--- src/rtl/bram_arbiter.sv ---
// bram_arbiter: round-robin two-master Wishbone arbiter for the shared block-RAM port, with strobe watchdog
module bram_arbiter #(
    parameter int timeout_cycles = 255,
    parameter int tmo_width      = 8
) (
    input  logic        sys_clk,
    input  logic        sys_rst_n,
    input  logic        m0_cyc_i,
    input  logic        m0_stb_i,
    input  logic        m0_we_i,
    input  logic [31:0] m0_adr_i,
    input  logic [31:0] m0_dat_i,
    input  logic [3:0]  m0_sel_i,
    output logic [31:0] m0_dat_o,
    output logic        m0_ack_o,
    output logic        m0_err_o,
    input  logic        m1_cyc_i,
    input  logic        m1_stb_i,
    input  logic        m1_we_i,
    input  logic [31:0] m1_adr_i,
    input  logic [31:0] m1_dat_i,
    input  logic [3:0]  m1_sel_i,
    output logic [31:0] m1_dat_o,
    output logic        m1_ack_o,
    output logic        m1_err_o,
    output logic        s_cyc_o,
    output logic        s_stb_o,
    output logic        s_we_o,
    output logic [31:0] s_adr_o,
    output logic [31:0] s_dat_o,
    output logic [3:0]  s_sel_o,
    input  logic [31:0] s_dat_i,
    input  logic        s_ack_i,
    output logic [1:0]  gnt_o
);
    typedef enum logic [1:0] {IDLE = 2'b00, GNT0 = 2'b01, GNT1 = 2'b10} state_t;

    localparam logic [tmo_width-1:0] tmo_last = tmo_width'(timeout_cycles - 1);

    state_t               r_state, w_state_nxt;
    logic                 r_last, w_last_nxt;
    logic [tmo_width-1:0] r_tmo, w_tmo_nxt;
    logic                 r_tmo_hit, w_tmo_hit_nxt;
    logic                 w_gnt_chg, w_tmo_cnt;

    // grant state, round-robin pointer and watchdog registers
    always_ff @(posedge sys_clk or negedge sys_rst_n) begin
        if (!sys_rst_n) begin
            r_state   <= IDLE;
            r_last    <= 1'b1;
            r_tmo     <= '0;
            r_tmo_hit <= 1'b0;
        end else begin
            r_state   <= w_state_nxt;
            r_last    <= w_last_nxt;
            r_tmo     <= w_tmo_nxt;
            r_tmo_hit <= w_tmo_hit_nxt;
        end
    end

    // next grant: round-robin on contention from IDLE, direct handover on release, never preempt
    always_comb begin
        w_state_nxt = r_state;
        case (r_state)
            IDLE: begin
                if (m0_cyc_i && m1_cyc_i) w_state_nxt = r_last ? GNT0 : GNT1;
                else if (m0_cyc_i)        w_state_nxt = GNT0;
                else if (m1_cyc_i)        w_state_nxt = GNT1;
            end
            GNT0:    if (!m0_cyc_i) w_state_nxt = m1_cyc_i ? GNT1 : IDLE;
            GNT1:    if (!m1_cyc_i) w_state_nxt = m0_cyc_i ? GNT0 : IDLE;
            default: w_state_nxt = IDLE;
        endcase
        w_last_nxt = (w_state_nxt == GNT0) ? 1'b0 : (w_state_nxt == GNT1) ? 1'b1 : r_last;
    end

    // slave-side mux driven from the registered grant; a pending timeout suppresses the strobe
    always_comb begin
        s_cyc_o = 1'b0;
        s_stb_o = 1'b0;
        s_we_o  = 1'b0;
        s_adr_o = '0;
        s_dat_o = '0;
        s_sel_o = '0;
        if (r_state == GNT0) begin
            s_cyc_o = m0_cyc_i;
            s_stb_o = m0_stb_i & ~r_tmo_hit;
            s_we_o  = m0_we_i;
            s_adr_o = m0_adr_i;
            s_dat_o = m0_dat_i;
            s_sel_o = m0_sel_i;
        end else if (r_state == GNT1) begin
            s_cyc_o = m1_cyc_i;
            s_stb_o = m1_stb_i & ~r_tmo_hit;
            s_we_o  = m1_we_i;
            s_adr_o = m1_adr_i;
            s_dat_o = m1_dat_i;
            s_sel_o = m1_sel_i;
        end
    end

    // watchdog: count unacknowledged strobe cycles, restart on ack, idle strobe or grant move
    always_comb begin
        w_gnt_chg     = w_state_nxt != r_state;
        w_tmo_cnt     = s_cyc_o & s_stb_o & ~s_ack_i;
        w_tmo_nxt     = (w_tmo_cnt && !w_gnt_chg) ? r_tmo + 1'b1 : '0;
        w_tmo_hit_nxt = w_tmo_cnt & ~w_gnt_chg & (r_tmo == tmo_last);
    end

    assign gnt_o    = r_state;
    assign m0_dat_o = s_dat_i;
    assign m1_dat_o = s_dat_i;
    assign m0_ack_o = s_ack_i & gnt_o[0];
    assign m1_ack_o = s_ack_i & gnt_o[1];
    assign m0_err_o = r_tmo_hit & ~s_ack_i & gnt_o[0];
    assign m1_err_o = r_tmo_hit & ~s_ack_i & gnt_o[1];
endmodule

--- config.mk ---
export PLATFORM = sky130hd
export DESIGN_NAME = bram_arbiter
export DESIGN_NICKNAME = d
export VERILOG_FILES = /design/src/rtl/bram_arbiter.sv
export SDC_FILE = /design/constraint.sdc
export NUM_CORES = 1
export LEC_CHECK = 0
export ABC_AREA = 1
export CORE_AREA = 5 5 119 121
export CTS_CLUSTER_DIAMETER = 40
export CTS_CLUSTER_SIZE = 14
export DETAILED_ROUTE_END_ITERATION = 6
export DIE_AREA = 0 0 124 126
export GPL_ROUTABILITY_DRIVEN = 0
export PLACE_DENSITY = 0.61
export SLEW_MARGIN = 10
export SYNTH_ARGS = -nofsm -noshare
export SYNTH_HDL_FRONTEND = slang
export SYNTH_SLANG_ARGS = --single-unit
export TNS_END_PERCENT = 50
--- constraint.sdc ---
create_clock -name sys_clk -period 1.85 [get_ports sys_clk]
set_input_delay 0.37 -clock sys_clk [delete_from_list [all_inputs] [get_ports sys_clk]]
set_output_delay 0.37 -clock sys_clk [all_outputs]
set_load 0.005 [all_outputs]
Yosys cells after proc, flatten, opt, wreduce, memory -nomap -nowiden
Cells that the tools add are included.
{"block": "word_totals", "register_bits": 12, "in_bits": 177, "wordCells": 54}
{"block": "classes", "n_addsub": 1, "eq_ne": 6, "mux": 24, "bitwise": 14, "reduce_logical": 5}
{"cell": "32-bit 2-to-1 mux", "n": 4}
{"cell": "2-bit 2-to-1 mux", "n": 7}
{"cell": "1-bit bitwise AND", "n": 11}
{"cell": "1-bit 2-to-1 mux", "n": 9}
{"cell": "8-bit by 1-bit adder with 8-bit output, second input constant", "n": 1}
{"cell": "8-bit == test, second input constant", "n": 1}
{"cell": "4-bit 2-to-1 mux", "n": 2}
{"cell": "8-bit 2-to-1 mux", "n": 1}
{"cell": "2-bit one-hot mux with 3 select lines", "n": 1}
{"cell": "2-bit by 1-bit == test with 1-bit output, second input constant", "n": 2}
{"cell": "2-bit == test, second input constant", "n": 2}
{"cell": "1-bit NOT", "n": 3}
{"cell": "1-bit logical AND", "n": 2}
{"cell": "2-bit logical NOT", "n": 1}
{"cell": "2-bit inequality test", "n": 1}
{"cell": "2-bit nonzero test", "n": 1}
{"cell": "1-bit logical NOT", "n": 1}

Depth between registers and ports, before layout
Gate-level depths: netlist (run 1).
{"block": "depth", "ltp_word": 8, "depth_mapped": 9, "depth_no_buf": 7}

Least setup slack after synthesis (run 1)
No wires, ideal clock.
{"block": "synth_path", "path_type": "register to register", "from": "reg r_state[0] (netlist: gnt_o[0])", "to": "reg r_last", "setup_ns": 0.079, "t_arrival_ns": 1.292, "required_time_ns": 1.771, "path_slack_ns": 0.479, "path_stages_with_launch": 9, "period_less_slack_ns": 1.371, "path_cell_list": "dfrtp_1 > buf_6 > inv_2 > buf_6 > o21ai_0 > o21ai_0 > nand2_1 > ha_1 > o21ai_0"}
{"block": "synth_via", "elab_chain_cells": 6}
{"element": "start, declared", "line": "40", "text": "state_t r_state, w_state_nxt;"}
{"element": "start signal, assigned", "line": "54", "text": "r_state <= w_state_nxt;"}
{"element": "2-bit 2-to-1 mux", "line": "68", "text": "else if (m1_cyc_i) w_state_nxt = GNT1;"}
{"element": "2-bit 2-to-1 mux", "line": "67", "text": "else if (m0_cyc_i) w_state_nxt = GNT0;"}
{"element": "2-bit 2-to-1 mux", "line": "66", "text": "if (m0_cyc_i && m1_cyc_i) w_state_nxt = r_last ? GNT0 : GNT1;"}
{"element": "2-bit one-hot mux with 3 select lines *", "line": "64", "text": "case (r_state)"}
{"element": "2-bit by 1-bit == test with 1-bit output or 2-bit == test (tied branches)", "line": "74", "text": "w_last_nxt = (w_state_nxt == GNT0) ? 1'b0 : (w_state_nxt == GNT1) ? 1'b1 : r_last;"}
{"element": "1-bit 2-to-1 mux or 2-bit nonzero test (tied branches)"}
{"element": "end signal, assigned", "line": "55", "text": "r_last <= w_last_nxt;"}
{"element": "end, declared", "line": "41", "text": "logic r_last, w_last_nxt;"}
Every way passes the cells marked *; elsewhere a longest branch is shown, timed or not.
A chain may end at the register's enable or synchronous reset.

Worst setup path in the final report (run 1)
{"block": "layout_path", "from": "reg r_state[0] (netlist: gnt_o[0])", "to": "out s_dat_o[10]"}
{"block": "layout_via", "elab_chain_cells": 3}
{"element": "2-bit == test", "line": "92", "text": "end else if (r_state == GNT1) begin"}
{"element": "32-bit 2-to-1 mux", "line": "92"}
{"element": "32-bit 2-to-1 mux *", "line": "85", "text": "if (r_state == GNT0) begin"}
{"element": "end, declared", "line": "30", "text": "output logic [31:0] s_dat_o,"}
Marks and branches as above.

==> out/summary.txt, run 1 <==
Status = complete, but fails checks
Violations in the final reports = negative setup slack
Wire length reported by the detailed router = 12.5 mm
Element type at the critical path end = primary output
Placed cell area = 0.00425 mm2
Min-Delay Path Class = flip-flop to flip-flop
Die area = 0.0156 mm2
Leftover overflow at the end of global routing = 0
Setup clock skew after layout = 0.00276 ns
Initial core utilization = 17.2%
Worst voltage drop across the vdd grid = 0.000722 V
Number of rows created at floorplan = 42
DRC errors left = 0
Prevailing post-synth register cell = dfrtp_1
CTS root buffer = clkbuf_16
Share of final-layout standard cells stronger than drive strength 1 = 16.5%
Worst slack at placement = -0.223 ns
Launching element type of the critical path = flip-flop
Maximum number of pins on one net before global-route repair = 42
Final setup violation count = 36
Beginning of the worst register-to-register path = gnt_o[1]$_DFF_PN0_
Via density per instance = 4.55
Launching element of the worst setup path = gnt_o[0]$_DFF_PN0_
Busiest layer in global routing = met2
Clock net sink count = 12
Area of the mapped netlist = 0.00224 mm2
Highest clock rate = 0.492 GHz
Initial antenna violation count = 0
Number of global-route vias before repair = 3180
Peak per-stage delay on the critical path = 0.49 ns
Largest fanout of any net on the critical path = 32
Area leader, netlist = nand3_1
Ranking of synthesized cells by instance count = nand3_1 (145), nand2_1 (87), buf_4 (64)
Fraction of met1 tracks used by global routing = 14.3%
Crit Reg-Reg Endpoint = r_last$_DFFE_PN1P_
Classification of the worst setup path = flip-flop to primary output
Data required time of the worst path = 1.48 ns
Post-synth EDFFs = 0
Area growth, synth to finish = 109%
Largest family of logic cells by synthesized area = simple AND/OR/NAND/NOR gates
Proportion of netlist area held by the largest area contributor = 32.4%
Total GRT Usage = 12.9%
Drt first-iter violations = 191
Top delay family on crit path = buffers and inverters
Area share of and/or/nand/nor cells after synthesis = 52.1%
Master of the slowest instance on the critical path = clkdlybuf4s50_1
Horiz. Die Dim = 124 um
Wirelength per Cell = 17.2 um
Fraction of registers with async set or reset after synthesis = 100%
Share of synthesized cell area in full adder, half adder and majority cells = 1.68%
Final worst path period need = 2.03 ns
Complex-gate fraction of the synthesized area = 1.23%
Most used standard cell by instance count after synthesis = nand3_1
Slew at the pin closest to its max-slew limit = 0.540 ns
Fill cell total of the finished layout = 1374
Post-synthesis instance total = 383
Global routing usage on met2 = 23.1%
Vertical die dimension = 126 um
Final count of pins violating max slew = 0
Capturing instance or port of the critical path = s_dat_o[10]
Total I/O pin count = 318
Half-perimeter wire length of the detailed placement result = 8.59 mm
CTS tree = done
Mux cell area share after synthesis = 0%
CTS H-Tree Depth = 1
CTS Buf Count = 3
Net count after synthesis = 563
Slack of the worst reg-to-reg path = 0.28 ns
CTS Hold Buffers Added = 0
Main area contributors after synthesis = nand3_1 (32%), buf_4 (21%), nand2_1 (15%)
Antenna Cells = 0
Number of warnings printed during yosys synthesis = 0
Chain of cells forming the critical path = buf_6 -> nand3_1 -> nand2_1 -> clkdlybuf4s50_1
Average size of a mapped cell = 5.84 um2
Final hold vios = 0
Storage element area = 304 um2
Flop and latch count out of synthesis = 12
Portion of the post-synthesis area used by sequential elements = 13.5%
Via total after detailed routing = 3311
Layout Cell Area excl Fill = 0.00468 mm2
IO Port Bufs = 221
Setup repair after global routing missed its margin = true
Met3 track demand over resource = 3.72%
Leak Pwr = 0.00225 uW
Worst endpoint data arrival time = 1.66 ns
Xor/xnor share of the synthesized area = 1.17%
Drt first pass iters = 6
Headroom to the max-slew limit = 63.9%
Power density relative to cell area = 899 mW/mm2
Share of the clock period used by the worst path = 110%
Layout net count = 732
Crit path depth = 4
Clock transition at path regs = 0.04 ns
Number of nets with antenna violations after routing = 0
Buffering stage count on the worst path with inverters included = 2
Synth cell types = 22
CORE AREA = 0.0130 mm2
Cell depth of the worst flop-to-flop path = 7
Deepest clock path buffer count = 2
Post-route worst setup slack = -0.183 ns
Clock Latency Late Sink = 0.24 ns
Multi-input logic area = 0.00131 mm2
Max-cap viol count = 0
First-pass GRT wire length = 16.4 mm
==> how the worst min path moves through the flow <==
| stage | startpoint | to | slack, ns | depth (start not counted) |
|---|---|---|---|---|
| 2_1_floorplan | sys_rst_n | gnt_o[0]$_DFF_PN0_ | 0.07 | 0 |
| 3_3_place_gp | r_tmo[0]$_DFF_PN0_ | r_tmo[0]$_DFF_PN0_ | 0.45 | 1 |
| 3_5_place_dp | r_tmo[0]$_DFF_PN0_ | r_tmo[0]$_DFF_PN0_ | 0.46 | 1 |
| 4_1_cts | r_tmo[0]$_DFF_PN0_ | r_tmo[0]$_DFF_PN0_ | 0.47 | 1 |
| 5_1_grt | r_tmo[0]$_DFF_PN0_ | r_tmo[0]$_DFF_PN0_ | 0.49 | 1 |
| 6_report | r_tmo[0]$_DFF_PN0_ | r_tmo[0]$_DFF_PN0_ | 0.46 | 1 |
==> report_power, final <==
part	internal [uW]	total (uW)	switching (uW)
Combinational	1880	3460	1590
Clock	291	410	119
Sequential	302	335	33.3
==> registers in the layout, indices dropped and copies added (netlist names) <==
signal	flops
r_last	1
gnt_o	2
r_tmo_hit	1
r_tmo	8
==> stage by stage <==
stage          setup TNS [ns]  util [%]  total power (uW)  cells  hold WS, ns
3_5_place_dp            -2.07      32.7              3310    699        0.461
4_1_cts                 -4.94      34.0              3740    709        0.466
5_1_grt                 -7.23      36.1              4500    727        0.495
2_1_floorplan               0         -              1630    383       0.0744
6_report                -4.53      36.1              4210    727        0.462
3_3_place_gp            -2.05      32.7              3290    699        0.447
==> cell type report <==
class                      instances  area share, %
timing repair buffer             259           58.0
multi-input combinational        263           27.9
sequential                        12           6.49
tap                              176           4.70
clock buffer                       4           1.68
inverter                          13           1.26
==> cells by family (layout without fill, tap and decap cells) <==
logic type / Yosys count / count (layout)
AOI/OAI and AO/OA: 5 / 5
and+or+nand+nor: 252 / 252
DFF: 12 / 12
xor gates and xnor gates: 3 / 3
buffers and inverters: 108 / 276
adders and majority gates: 3 / 3
==> worst reg2reg max path, stage by stage (launching register included) <==
cell and delay [ns]:
dfrtp_2 0.43, buf_12 0.16, buf_6 0.15, o21ai_0 0.16
o21ai_0 0.10, nand2_1 0.09, ha_1 0.24, o21ai_0 0.16
==> repair_timing <==
action | 4_1_cts | 5_1_grt
gates resized for setup | 99 | 60
buffers inserted | 3 | 9
gates cloned | 3 | 9
setup endpoints to repair | 77 | 52
pin swaps | 5 | 9
==> placed cells by master (no fill, tap or decap), types with 2 or more instances in the layout <==
master / instances
o21ai_0: 3
buf_6: 6
buf_16: 3
buf_4: 9
nor2_1: 11
nand3_1: 136
nand2_1: 85
nand2_2: 3
xnor2_1: 2
buf_12: 12
dlygate4sd2_1: 19
dlymetal6s2s_1: 3
ha_1: 3
clkdlybuf4s15_1: 3
clkbuf_16: 11
dfrtp_1: 9
nand4_1: 4
nor3_1: 2
dfrtp_2: 2
inv_1: 11
clkbuf_2: 21
clkdlybuf4s50_1: 165
nand3_2: 10
buf_2: 8
==> routing by layer <==
metal | vias to the layer above | part of all wire, %
met5 | - | 0
li1 | 1549 | -
met1 | 1525 | 37
met3 | 38 | 9.9
met2 | 199 | 50
met4 | 0 | 3.1
Note: power is estimated with default switching activity, not from simulation.
==> inputs of run 2 (changes only) <==
--- a/config.mk
+++ b/config.mk
@@ -7,6 +7,7 @@
 export LEC_CHECK = 0
 export ABC_AREA = 1
 export CORE_AREA = 5 5 119 121
+export CTS_BUF_LIST = sky130_fd_sc_hd__clkbuf_16
 export CTS_CLUSTER_DIAMETER = 40
 export CTS_CLUSTER_SIZE = 14
 export DETAILED_ROUTE_END_ITERATION = 6
==> out/summary.txt, run 2 (synthesis gave the netlist of run 1 again) <==
Number of placed instances with taps included = 699
Worst slack at placement = -0.223 ns
Headroom to the max-slew limit = 63.8%
Initial antenna violation count = 0
Min-Delay Path Depth = 1
Beginning of the worst register-to-register path = gnt_o[1]$_DFF_PN0_
Sum of internal, switching and leakage power = 4180 uW
Wire length reported by the detailed router = 12.4 mm
Half-perimeter wire length of the detailed placement result = 8.59 mm
Launching element type of the critical path = flip-flop
Worst endpoint data arrival time = 1.66 ns
CORE AREA = 0.0130 mm2
Element type at the critical path end = primary output
Antenna Cells = 0
DRC errors left = 0
CTS root buffer = clkbuf_16
Commonest cells after routing, fill and taps aside = clkdlybuf4s50_1 (165), nand3_1 (137), nand2_1 (86), dlygate4sd2_1 (19), clkbuf_2 (18)
Placed cell area = 0.00425 mm2
Clock net sink count = 12
Deepest clock path buffer count = 2
Total I/O pin count = 318
First-pass GRT wire length = 16.4 mm
Drt first pass iters = 4
Slew at the pin closest to its max-slew limit = 0.541 ns
Clock transition at path regs = 0.04 ns
Combinational share of power = 82.3%
Vertical die dimension = 126 um
Top register by number of flip-flops = r_tmo
Fill cell total of the finished layout = 1371
CTS tree = done
Wirelength per Cell = 17.1 um
Cell depth of the worst flop-to-flop path = 7
Leftover overflow at the end of global routing = 0
Peak per-stage delay on the critical path = 0.51 ns
Layout net count = 731
Share of the clock period used by the worst path = 110%
Min-Delay Path Class = flip-flop to flip-flop
Via total after detailed routing = 3287
Most frequent standard cell in the layout excluding fill and tap cells = clkdlybuf4s50_1
Area growth, synth to finish = 109%
Share of total power in sequential cells = 8.0%
Switching Fraction = 41.2%
Flip-flop count of the largest register after layout = 8
IO Port Bufs = 221
Post-route worst setup slack = -0.180 ns
Final setup violation count = 34
Crit Reg-Reg Endpoint = r_last$_DFFE_PN1P_
Number of rows created at floorplan = 42
Via density per instance = 4.53
Leak Pwr = 0.00225 uW
Total GRT Usage = 12.9%
Initial core utilization = 17.2%
Highest clock rate = 0.493 GHz
Status = complete, but fails checks
Finished Layout Cells = 726
Worst voltage drop across the vdd grid = 0.000715 V
Die area = 0.0156 mm2
Setup clock skew after layout = 0.00296 ns
Number of global-route vias before repair = 3180
Classification of the worst setup path = flip-flop to primary output
Largest fanout of any net on the critical path = 15
Part of the total power dissipated in the clock network = 9.7%
Violations in the final reports = negative setup slack
Final hold vios = 0
Multi-input logic area = 0.00130 mm2
CTS H-Tree Depth = 1
CTS Hold Buffers Added = 0
Power density relative to cell area = 894 mW/mm2
Chain of cells forming the critical path = inv_6 -> buf_12 -> nand3_1 -> nand2_1 -> clkdlybuf4s50_1
Final count of pins violating max slew = 0
Final worst path period need = 2.03 ns
Total internal power = 2460 uW
CTS Buf Count = 3
Share of final-layout standard cells stronger than drive strength 1 = 15.5%
Storage element area = 304 um2
Max-cap viol count = 0
Power spent charging and discharging nets = 1720 uW
Clock Latency Late Sink = 0.24 ns
Master of the slowest instance on the critical path = clkdlybuf4s50_1
Worst Hold End = r_tmo[0]$_DFF_PN0_
Buffering stage count on the worst path with inverters included = 3
Final core utilization = 36.0%
Maximum number of pins on one net before global-route repair = 42
Launching element of the worst setup path = gnt_o[0]$_DFF_PN0_
Data required time of the worst path = 1.48 ns
Layout Cell Area excl Fill = 0.00468 mm2
Slack of the worst reg-to-reg path = 0.28 ns
Top delay family on crit path = buffers and inverters
Number of nets with antenna violations after routing = 0
Drt first-iter violations = 165
Launch point of the worst hold path = r_tmo[0]$_DFF_PN0_
Horiz. Die Dim = 124 um
Setup repair after global routing missed its margin = true
## run 2: per-stage QoR
step	hold slack, ns	TNS, ns
after detailed placement	0.461	-2.07
after global routing	0.495	-7.01
final	0.462	-4.33
after global placement	0.447	-2.05
after CTS	0.466	-4.95
after floorplan	0.0744	0
## run 2: layout make-up
type	instances	share of cell area, %
tap	176	4.71
sequential	12	6.50
clock buffer	3	1.60
clock inverter	1	0.0802
inverter	13	1.26
multi-input combinational	263	27.8
timing repair buffer	258	58.1
## run 2: worst max path at each step
stage                        to  slack, ns  cells past startpoint
finish              s_dat_o[29]      -0.18                      5
global route         s_dat_o[1]      -0.24                      4
CTS                  s_dat_o[7]      -0.22                      5
detailed placement      s_cyc_o      -0.22                      4
global placement        s_cyc_o      -0.22                      4
floorplan              m0_err_o       0.48                      5
## run 2: timing repair
item                       in CTS  in global routing
gates cloned                    3                  9
pin swaps                       5                  5
buffers inserted                3                  8
resized for setup             100                 53
setup endpoints to repair      77                 51
## run 2: layer usage
metal / share of wire [%] / vias up / GRT usage [%]
met3: 10 / 38 / 3.72
li1: - / 1547 / -
met1: 37 / 1503 / 14.2
met5: 0 / - / 0
met2: 50 / 199 / 23.1
met4: 3.1 / 0 / 4.90
## run 2: power groups by stage
stage	clock network (uW)	logic, uW	registers, uW
after floorplan	0	1310	323
after CTS	413	2990	330
final	405	3440	335
after global placement	0	2960	323
after global routing	422	3720	342
after detailed placement	0	2990	325
